`src/rtl/sine_interpolator.sv`:
```
// Quarter-wave sine ROM lookup with sign folding and optional linear interpolation.
// Define NCO_INTERP_EN to enable the interpolation datapath; otherwise sample = signed lower sample.
module sine_interpolator #(
  parameter int unsigned LUT_Size  = 8,
  parameter int unsigned decimals  = 16,
  parameter int unsigned amp_width = 16
) (
  input  logic                        clk,
  input  logic                        reset,
  input  logic                        in_valid,
  output logic                        in_ready,
  input  logic [LUT_Size-1:0]         index_low,
  input  logic [LUT_Size-1:0]         index_high,
  input  logic [decimals-1:0]         index_decimals,
  input  logic                        sign_low,
  input  logic                        sign_high,
  output logic                        out_valid,
  input  logic                        out_ready,
  output logic signed [amp_width-1:0] sample
);

  localparam int unsigned Depth = 1 << LUT_Size;
  // pi in Q60 fixed point
  localparam logic [127:0] PiQ60 = 128'h3243F6A8885A308D;

  // round((2**(amp_width-1)-1) * sin(pi/2*(idx+0.5)/Depth)) via a Q60 Taylor series
  function automatic logic [amp_width-1:0] sine_entry(input int unsigned idx);
    logic [127:0] x;
    logic [127:0] x2;
    logic [127:0] term;
    logic [127:0] acc_pos;
    logic [127:0] acc_neg;
    logic [127:0] amp;
    x       = (PiQ60 * 128'(2 * idx + 1)) >> (LUT_Size + 2);
    x2      = (x * x) >> 60;
    term    = x;
    acc_pos = x;
    acc_neg = '0;
    for (int k = 1; k < 14; k++) begin
      term = ((term * x2) >> 60) / 128'((2 * k) * (2 * k + 1));
      if (k % 2 == 1) acc_neg = acc_neg + term;
      else            acc_pos = acc_pos + term;
    end
    amp = (128'(1) << (amp_width - 1)) - 128'(1);
    return amp_width'((((acc_pos - acc_neg) * amp) + (128'(1) << 59)) >> 60);
  endfunction

  logic [amp_width-1:0] rom [Depth];

  for (genvar gi = 0; gi < int'(Depth); gi++) begin : g_rom
    localparam logic [amp_width-1:0] Entry = sine_entry(gi);
    assign rom[gi] = Entry;
  end

  logic stall_c;
  assign stall_c  = out_valid & ~out_ready;
  assign in_ready = ~stall_c;

  logic                        v1, v2, v3, v4;
  logic [LUT_Size-1:0]         idx_lo1;
  logic                        sl1, sl2;
  logic [amp_width-1:0]        mag_lo2;
  logic signed [amp_width-1:0] lo3, lo4;
  logic signed [amp_width-1:0] lo_s_c;
  logic signed [amp_width-1:0] sum_c;

  // Lower-sample path and valid chain; every stage holds while the output is stalled
  always_ff @(posedge clk) begin
    if (reset) begin
      v1        <= 1'b0;
      v2        <= 1'b0;
      v3        <= 1'b0;
      v4        <= 1'b0;
      out_valid <= 1'b0;
      idx_lo1   <= '0;
      sl1       <= 1'b0;
      mag_lo2   <= '0;
      sl2       <= 1'b0;
      lo3       <= '0;
      lo4       <= '0;
      sample    <= '0;
    end else if (!stall_c) begin
      v1        <= in_valid;
      idx_lo1   <= index_low;
      sl1       <= sign_low;
      v2        <= v1;
      mag_lo2   <= rom[idx_lo1];
      sl2       <= sl1;
      v3        <= v2;
      lo3       <= lo_s_c;
      v4        <= v3;
      lo4       <= lo3;
      out_valid <= v4;
      sample    <= sum_c;
    end
  end

`ifdef NCO_INTERP_EN
  localparam int unsigned DiffW = amp_width + 1;
  localparam int unsigned ProdW = amp_width + 1 + decimals;
  localparam logic signed [ProdW-1:0] Half = ProdW'(64'd1 << (decimals - 1));

  logic [LUT_Size-1:0]         idx_hi1;
  logic                        sh1, sh2;
  logic [decimals-1:0]         frac1, frac2, frac3;
  logic [amp_width-1:0]        mag_hi2;
  logic signed [DiffW-1:0]     diff3;
  logic signed [ProdW-1:0]     prod4;
  logic signed [amp_width-1:0] hi_s_c;
  logic signed [DiffW-1:0]     diff_c;
  logic signed [ProdW-1:0]     prod_c;

  // Upper-sample, difference and product path
  always_ff @(posedge clk) begin
    if (reset) begin
      idx_hi1 <= '0;
      sh1     <= 1'b0;
      frac1   <= '0;
      mag_hi2 <= '0;
      sh2     <= 1'b0;
      frac2   <= '0;
      diff3   <= '0;
      frac3   <= '0;
      prod4   <= '0;
    end else if (!stall_c) begin
      idx_hi1 <= index_high;
      sh1     <= sign_high;
      frac1   <= index_decimals;
      mag_hi2 <= rom[idx_hi1];
      sh2     <= sh1;
      frac2   <= frac1;
      diff3   <= diff_c;
      frac3   <= frac2;
      prod4   <= prod_c;
    end
  end
`else
  logic unused_c;
  assign unused_c = ^{index_high, sign_high, index_decimals};
`endif

  // Sign folding and round-half-up interpolation
  always_comb begin
    lo_s_c = sl2 ? -$signed(mag_lo2) : $signed(mag_lo2);
    sum_c  = lo4;
`ifdef NCO_INTERP_EN
    hi_s_c = sh2 ? -$signed(mag_hi2) : $signed(mag_hi2);
    diff_c = DiffW'(hi_s_c) - DiffW'(lo_s_c);
    prod_c = ProdW'(diff3 * $signed({1'b0, frac3}));
    sum_c  = lo4 + amp_width'((prod4 + Half) >>> decimals);
`endif
  end

endmodule
```
`config.mk`:
```
export PLATFORM = sky130hd
export DESIGN_NAME = sine_interpolator
export DESIGN_NICKNAME = d
export VERILOG_FILES = /design/src/rtl/sine_interpolator.sv
export SDC_FILE = /design/constraint.sdc
export NUM_CORES = 1
export LEC_CHECK = 0
export CAP_MARGIN = 20
export CORE_UTILIZATION = 60
export CTS_CLUSTER_DIAMETER = 80
export CTS_CLUSTER_SIZE = 25
export DETAILED_ROUTE_END_ITERATION = 16
export PLACE_DENSITY = 0.82
export SKIP_LAST_GASP = 1
export SLEW_MARGIN = 15
export SYNTH_ARGS = -nofsm -noshare
export SYNTH_HDL_FRONTEND = slang
export SYNTH_SLANG_ARGS = --single-unit
```
`constraint.sdc`:
```
create_clock -name clk -period 6.11 [get_ports clk]
set_clock_uncertainty 0.1 [all_clocks]
set_input_delay 0.611 -clock clk [delete_from_list [all_inputs] [get_ports clk]]
set_output_delay 0.611 -clock clk [all_outputs]
set_load 0.01 [all_outputs]
```
==> results of run 1 <==
-- state kept, by name (all words and copies together), names as in the netlist --
| name | flops |
|---|---|
| v1 | 1 |
| out_valid | 1 |
| sl1 | 1 |
| sample | 16 |
| idx_lo1 | 8 |
| v2 | 1 |
| lo4 | 16 |
| lo3 | 16 |
| mag_lo2 | 15 |
| sl2 | 1 |
| v3 | 1 |
| v4 | 1 |
-- critical path, stage by stage, from the launching register on --
cell and delay (ns):
sky130_fd_sc_hd__dfxtp_1 0.32, sky130_fd_sc_hd__buf_4 0.41, sky130_fd_sc_hd__ha_1 0.81, sky130_fd_sc_hd__inv_1 0.46
sky130_fd_sc_hd__mux4_2 0.55, sky130_fd_sc_hd__o221ai_1 0.38, sky130_fd_sc_hd__o21ai_0 0.19, sky130_fd_sc_hd__o2111a_1 0.28
sky130_fd_sc_hd__a311oi_1 0.35
-- per-stage QoR --
step	hold WS (ns)	instance area (µm²)	worst slack (ns)	instances	power, mW
floorplan	0.332	7400	2.99	1076	0.930
global placement	0.339	7480	2.39	1146	1.07
detailed placement	0.344	7480	2.49	1146	1.07
CTS	0.351	7780	2.48	1162	1.58
global route	0.365	7780	2.11	1162	1.66
finish	0.347	7780	2.13	1164	1.60
-- how the worst max path moves through the flow --
stage / to / slack (ns)
after floorplan: mag_lo2[1] / 2.99
after global placement: mag_lo2[1] / 2.39
after detailed placement: mag_lo2[1] / 2.49
after CTS: mag_lo2[1] / 2.48
after global routing: mag_lo2[1] / 2.11
final: mag_lo2[1] / 2.13
-- cells by family after synthesis --
| group | after synthesis | share of synthesized area (%) |
|---|---|---|
| AND/OR/NAND/NOR | 406 | 25.5 |
| AO/OA/AOI/OAI | 404 | 37.1 |
| buffers and inverters | 142 | 8.64 |
| flip-flops | 78 | 21.1 |
| adder cells (fa/ha/maj) | 17 | 2.88 |
| XOR/XNOR | 16 | 1.89 |
| multiplexers | 13 | 2.96 |
-- cells in the mapped netlist, types with 6 or more instances --
cell type	number	area, µm²
sky130_fd_sc_hd__o21ai_0	65	325
sky130_fd_sc_hd__buf_1	15	56.3
sky130_fd_sc_hd__nand2b_1	29	181
sky130_fd_sc_hd__o31ai_1	15	113
sky130_fd_sc_hd__or3_1	7	43.8
sky130_fd_sc_hd__mux4_2	7	158
sky130_fd_sc_hd__and2_1	6	37.5
sky130_fd_sc_hd__clkbuf_1	54	203
sky130_fd_sc_hd__o311ai_0	10	87.6
sky130_fd_sc_hd__buf_2	52	260
sky130_fd_sc_hd__nor2b_1	25	156
sky130_fd_sc_hd__ha_1	17	213
sky130_fd_sc_hd__a311o_1	9	90.1
sky130_fd_sc_hd__nand2_1	168	631
sky130_fd_sc_hd__a211oi_1	44	330
sky130_fd_sc_hd__dfxtp_1	78	1560
sky130_fd_sc_hd__nor3b_1	6	45.0
sky130_fd_sc_hd__o211ai_1	19	143
sky130_fd_sc_hd__inv_1	10	37.5
sky130_fd_sc_hd__a221o_1	6	60.1
sky130_fd_sc_hd__nor2_1	87	327
sky130_fd_sc_hd__a311oi_1	22	193
sky130_fd_sc_hd__nor3_1	23	115
sky130_fd_sc_hd__a21oi_1	113	566
sky130_fd_sc_hd__a211o_1	7	61.3
sky130_fd_sc_hd__a31oi_1	17	106
sky130_fd_sc_hd__nand3_1	23	115
sky130_fd_sc_hd__o221ai_1	8	70.1
sky130_fd_sc_hd__xor2_1	14	123
-- per-layer routing --
metal  vias to the layer above  part of all wire, %
met4                         0                  6.4
met1                      3964                   38
li1                       3837                    -
met3                       173                   17
met5                         -                    0
met2                       703                   39
-- power breakdown --
group / switching [mW] / internal (mW) / total [mW]
registers: 0.0476 / 0.543 / 0.590
logic: 0.324 / 0.178 / 0.502
clock network: 0.199 / 0.309 / 0.508
-- final cells by class --
class                   instances  area, µm²
diodes                          2       5.00
clock buffers                  12        267
clock inverters                 4       28.8
fillers                      1078       4230
inverters                      13       48.8
multi-input cells             856       5200
flip-flops and latches         78       1570
well taps                     147        184
repair buffers                 52        473
==> summary.md, run 1 <==
The run finished with clean final reports. Global placer's final weighted congestion: 1.07. Residual DRC count: 0. Max-cap violations in this run came to 0. The tools report the number of pins exceeding their max-slew limit in the final report as 0.

Counting flops with a built-in enable in the synthesized netlist gives 0. Power spread over the standard cell area amounts to 206 mW/mm². After detailed routing, the number of vias per cell comes to 7.45. The number of synthesized register bits is 78, and the number of instances resized during post-cts repair is 0. The height of the die is 113 µm, and the largest voltage drop on the vdd net is 220 µV. 56 I/O pins were placed.

TritonCTS built the clock tree. For the worst-skew pair, the clock arrives at the later sink with an insertion delay of 0.33 ns. Setup violations remaining at the end of the flow were counted as 0. The tools report the end point of the most critical hold path as sample[8].

In the layout the commonest cells are 168 x sky130_fd_sc_hd__nand2_1, 113 x sky130_fd_sc_hd__a21oi_1, 87 x sky130_fd_sc_hd__nor2_1, 74 x sky130_fd_sc_hd__dfxtp_1, 65 x sky130_fd_sc_hd__o21ai_0. The number of buffers created by CTS was 9; the largest buffer count on any clock path was 2. Synthesis produced a netlist whose cell count is 1076. The share of flip-flops with an asynchronous set or reset came out at 0%.

In this run the remaining antenna-violating nets after routing total 0. STA classifies the critical path startpoint as a register. The global routing met3 resource utilization was 19.2%. The H-tree was split into 3 levels. Transition time of the tightest slew-check pin: 1.06 ns.

The die is 113 µm wide. Hold repair after CTS inserted 0 buffers. The HPWL after detailed placement is 18500 µm. The region available for standard cell placement spans 0.0120 mm². The die covers 0.0128 mm². The final net count came out at 1065.

Highest-utilization routing layer at the global route stage: met2. The worst path needs 3.98 ns of the cycle, external delays included. Synthesis produced a netlist with a net count of 1131. The data arrival time of the critical path was 4.09 ns. The run gives 0 as the number of setup buffers added after CTS. The worst hold path passes through 2 cells. The post-route setup TNS was 0 ns. The total leakage power was 2.65 nW; the initial antenna violation count was 0.

For this block, the routed nets add up to 28700 µm of wire. The initial core utilization was 61.6%; the largest driver fanout on the critical path was 35. The tools report the detailed-router iteration count before antenna repair as 6. In this run the clock root is driven by a sky130_fd_sc_hd__clkbuf_16. After global routing the overflow that remains totals 0. Launching point of the worst reg2reg path: idx_lo1[1]. Setup repair after global routing left no endpoint under its margin.

The post-route core utilization came out at 64.8%. The post-synthesis cell type count is 75, and the count of vias placed by the detailed router is 8677. The critical path in this run is classified as register to register. The startpoint of the most critical setup path is idx_lo1[1]. Endpoint of the lowest-slack register-to-register path: mag_lo2[1]. The tools report the sequential area share after synthesis as 21.1%. Entering global routing, the biggest net connects 87 pins. The min-delay analysis places its worst path in the category register to register. The wire length of the first global-routing pass is 43800 µm. Post-synthesis average cell area: 6.87 µm².

In this run the register-to-register setup slack is 2.13 ns. TritonCTS sink count: 78. The flip-flop cell with the highest count after synthesis is sky130_fd_sc_hd__dfxtp_1. The area growth from synthesis to layout is 5.23%. The share of cells above drive strength 1 was 6.70%; the logic depth of the worst register-to-register path was 8. The most frequent standard cell in the layout excluding fill and tap cells was sky130_fd_sc_hd__nand2_1. Headroom to the max-slew limit came out at 28.9%.

For the all-layer global routing usage, the log shows 44.7%. In the global route stage, met1 resource usage came out at 60.3%. The worst min-delay path startpoint is sample[8]. The per-cell routed wire length is 24.6 µm, and the number of warnings issued by yosys is 0.

The tools report the critical path endpoint category as a register. The number of placement rows was 40. The synthesized netlist occupies a cell area of 0.00740 mm². The fmax was 0.251 GHz. The number of global-route vias before repair was 7584; the final critical-path share of the clock period was 65.2%. The run gives 0 as the count of final hold-check violations. The count of routing violations after the opening detailed-route iteration was 1825; the count of input and output buffers was 30. The required time of the worst setup path was 6.22 ns.

The met2 track demand over resource was 60.9%. After clock tree synthesis, the clock-pin slew on the worst setup and hold paths is 0.06 ns.
No activity file was read; power rests on OpenSTA's default activity.
==> inputs of run 2 (changes only) <==
--- a/config.mk
+++ b/config.mk
@@ -6,11 +6,11 @@
 export NUM_CORES = 1
 export LEC_CHECK = 0
 export CAP_MARGIN = 20
-export CORE_UTILIZATION = 60
+export CORE_UTILIZATION = 55
 export CTS_CLUSTER_DIAMETER = 80
 export CTS_CLUSTER_SIZE = 25
 export DETAILED_ROUTE_END_ITERATION = 16
-export PLACE_DENSITY = 0.82
+export PLACE_DENSITY = 0.79
 export SKIP_LAST_GASP = 1
 export SLEW_MARGIN = 15
 export SYNTH_ARGS = -nofsm -noshare
==> constraint.sdc (replaced) <==
create_clock -name clk -period 3.5 [get_ports clk]
set_clock_uncertainty 0.1 [all_clocks]
set_input_delay 0.35 -clock clk [delete_from_list [all_inputs] [get_ports clk]]
set_output_delay 0.35 -clock clk [all_outputs]
set_load 0.01 [all_outputs]
==> run 2 against run 1 <==
  * Combinational power up 84%
  * Design area is 4.3% higher
  * Critical path depth rose by 1
  * First-iteration DRC count fell by 16%
  * Cell count rose by 5.1%
  * Flip-flop and latch count unchanged
  * Via count up 1.8%
  * Setup slack got worse by 1.7 ns
  * Core utilization is 3.3 points lower
  * Highest routed layer unchanged
  * Clock power grew 100%
  * Worst hold slack improved by 0.0023 ns
==> summary.md, run 2 (synthesized netlist as in run 1, its figures left out) <==
The count of input and output buffers was 30 (unchanged). Global placer's final weighted congestion: 1.05 (-1.9%). The detailed-router iteration count before antenna repair was 7 (+1).

The total leakage power is 2.83 nW (+6.8%). The count of vias placed by the detailed router is 8829 (+1.8%). The width of the die came out at 118 µm (+4.4%). The tools report the TritonCTS sink count as 78 (unchanged).

The height of the die is 118 µm (+4.4%). The slowest stage of the critical path is the sky130_fd_sc_hd__a2111oi_0 cell. The transition time of the tightest slew-check pin works out to 0.846 ns (-0.218 ns). The share of cells above drive strength 1 came out at 9.55% (+2.9 points). For the number of instances resized during post-cts repair, the log shows 0 (unchanged).

The run gives 43.4% (+14 points) as the tightest slew margin relative to the limit. The met1 global-route usage is 57.5% (-2.8 points). The number of primary I/O pins is 56 (unchanged), and the largest buffer count on any clock path is 2 (unchanged). The run gives 0 (unchanged) as the total congestion overflow after global routing. The initial antenna violation count is 0 (unchanged).

The run gives 0 ns (unchanged) as the post-route setup TNS. The run gives 0.00812 mm² (+4.3%) as the cell area after layout. The run gives 290 µV (+32%) as the largest voltage drop on the vdd net. The library cell used most frequently in the layout, excluding fill and tap cells, is sky130_fd_sc_hd__nand2_1.

The cell sitting at the root of the clock tree is a sky130_fd_sc_hd__clkbuf_16. The detail-routed via count per cell is 7.22 (-3.2%). The total power per unit cell area was 365 mW/mm² (+78%). The setup path with the least slack is of type register to register.

The tools report the total inserted antenna cells as 0 (-2). The fmax was 0.330 GHz (+32%). TritonCTS built the clock tree. In the final layout, the registers with the most flip-flops are lo3 (16), lo4 (16), sample (16). Area of the die: 0.0139 mm² (+8.9%). The run gives 45700 µm (+4.5%) as the wire length of the first global-routing pass. The signal on the critical path passes through buf_4, ha_1, buf_4, nand2_1, nand3_1, o31ai_1, a21o_1, a2111oi_0, nor4_1.

The clock edge transition at the registers on the reported setup and hold paths was 0.06 ns (about the same); the number of buffers created by CTS was 9 (unchanged). The H-tree depth reported by CTS was 3 (unchanged). The met2 track demand over resource came out at 58.3% (-2.6 points). The worst setup path is launched from a register. The run gives 56.1% (-5.5 points) as the initial core utilization. The count of final hold-check violations came out at 0 (unchanged). The top cell types in the final layout, fill and taps aside, are 168 x sky130_fd_sc_hd__nand2_1, 113 x sky130_fd_sc_hd__a21oi_1, 87 x sky130_fd_sc_hd__nor2_1, 74 x sky130_fd_sc_hd__dfxtp_1, 65 x sky130_fd_sc_hd__o21ai_0.

The per-cell routed wire length was 24.2 µm (-1.7%); the count of routing violations after the opening detailed-route iteration was 1526 (-16%). Number of setup buffers added after CTS: 0 (unchanged). For the global routing met3 resource utilization, the log shows 16.4% (-2.8 points). The minimum period implied by the final worst setup slack came out at 3.03 ns (-0.955 ns).

The total setup violations reported at the end of the flow was 0 (unchanged); the synthesis-to-finish area growth was 9.74%. The stage delay of the slowest cell on the critical path came out at 0.63 ns (-0.18 ns). The run gives 7823 (+3.2%) as the number of global-route vias before repair. In this design, the critical path's most frequently occurring cell is sky130_fd_sc_hd__buf_4.

Final net count: 1097 (+3.0%). The global routing stage identified its most utilized layer as met2. The residual DRC count is 0 (unchanged). The count of buffer and inverter cells on the critical path came out at 2 (unchanged).

The kind of cell adding the most delay to the critical path is compound AO/OA/AOI/OAI gates. The path type of the worst min-delay path was register to register. The area of placed instances came out at 0.00778 mm² (+4.0%). The critical path endpoint category was a register. The logs give 74 (-15%) for the pin count of the biggest net entering global routing and 3.12 ns (-0.97 ns) for the data arrival time of the critical path. Largest driver fanout on the critical path: 35 (unchanged). For the required time of the worst setup path, the log shows 3.59 ns (-2.63 ns).

The tools report the number of maximum-capacitance violations as 0 (unchanged). The tools report the clock latency of the later-clocked register in the worst-skew pair as 0.33 ns (about the same). The total routed wirelength was 29600 µm (+3.3%); the number of nets with antenna violations after detailed routing was 0 (unchanged).

The HPWL reported at the end of detailed placement is 20300 µm (+9.4%), and the number of placement rows is 42 (+5.0%). The final critical-path share of the clock period is 86.5% (+21 points), and the post-cts hold buffer count is 0 (unchanged). Setup repair after global routing left no endpoint under its margin. Placeable core region: 0.0132 mm² (+9.8%). The worst hold margin is 0.350 ns (+0.00232 ns). The run finished with clean final reports.

The number of pins exceeding their max-slew limit in the final report is 0 (unchanged). All-layer global routing usage: 42.5% (-2.2 points).
==> run 2: changes by cell type in the layout (fill, tap and decap cells not counted), sizes merged <==
cell	previous run	this run
bufinv	0	2
clkbuf	12	10
diode	2	0
clkinv	5	3
buf	23	55
inv	12	13
clkinvlp	0	1
==> run 2: area by class of cell <==
cell class,count,area [µm²]
Sequential cell,78,1570
Tap cell,176,220
Timing Repair Buffer,84,738
Fill cell,1178,5070
Inverter,13,48.8
Clock buffer,10,239
Clock inverter,6,93.8
Multi-Input combinational cell,856,5200
==> run 2: worst paths after layout <==
check	start	end	slack (ns)	cells after the start
worst max-delay path	idx_lo1[0]	mag_lo2[6]	0.47	9
worst min-delay path	sample[6]	sample[6]	0.35	2
worst max register to register	idx_lo1[0]	mag_lo2[6]	0.47	9
worst min register to register	sample[6]	sample[6]	0.35	2
==> run 2: worst min-delay path, cell delays in order (launching register included) <==
cell,delay (ns)
sky130_fd_sc_hd__dfxtp_1,0.31
sky130_fd_sc_hd__nand2_1,0.05
sky130_fd_sc_hd__a21oi_1,0.05
==> run 2: layer usage <==
metal | wire, µm | vias up
li1 | - | 3908
met1 | 11700 | 4047
met2 | 11800 | 724
met3 | 4360 | 150
met4 | 1700 | 0
met5 | 0 | -
==> run 2: where the power goes <==
group          total [mW]  leakage [nW]  internal, mW  switching [mW]
Combinational       0.924          2.03         0.339           0.585
Clock                1.02         0.159         0.648           0.371
Sequential           1.02         0.643         0.947          0.0737
Total                2.96          2.83          1.93            1.03
==> run 2: stage by stage <==
| step | utilization [%] | worst slack (ns) | total power, mW | instances |
|---|---|---|---|---|
| detailed placement | 59.0 | 0.648 | 1.90 | 1207 |
| CTS | 61.5 | 0.603 | 2.92 | 1223 |
| global route | 61.5 | 0.389 | 3.07 | 1223 |
| finish | 61.5 | 0.473 | 2.96 | 1223 |
| global placement | 59.0 | 0.653 | 1.91 | 1207 |
| floorplan | - | 0.381 | 1.62 | 1076 |
==> inputs of run 3 (changes only) <==
--- a/config.mk
+++ b/config.mk
@@ -5,7 +5,7 @@
 export SDC_FILE = /design/constraint.sdc
 export NUM_CORES = 1
 export LEC_CHECK = 0
-export CAP_MARGIN = 20
+export CAP_MARGIN = 15
 export CORE_UTILIZATION = 55
 export CTS_CLUSTER_DIAMETER = 80
 export CTS_CLUSTER_SIZE = 25
==> results of run 3 <==
Final layout, timing and power as in run 2 (identical DEF).
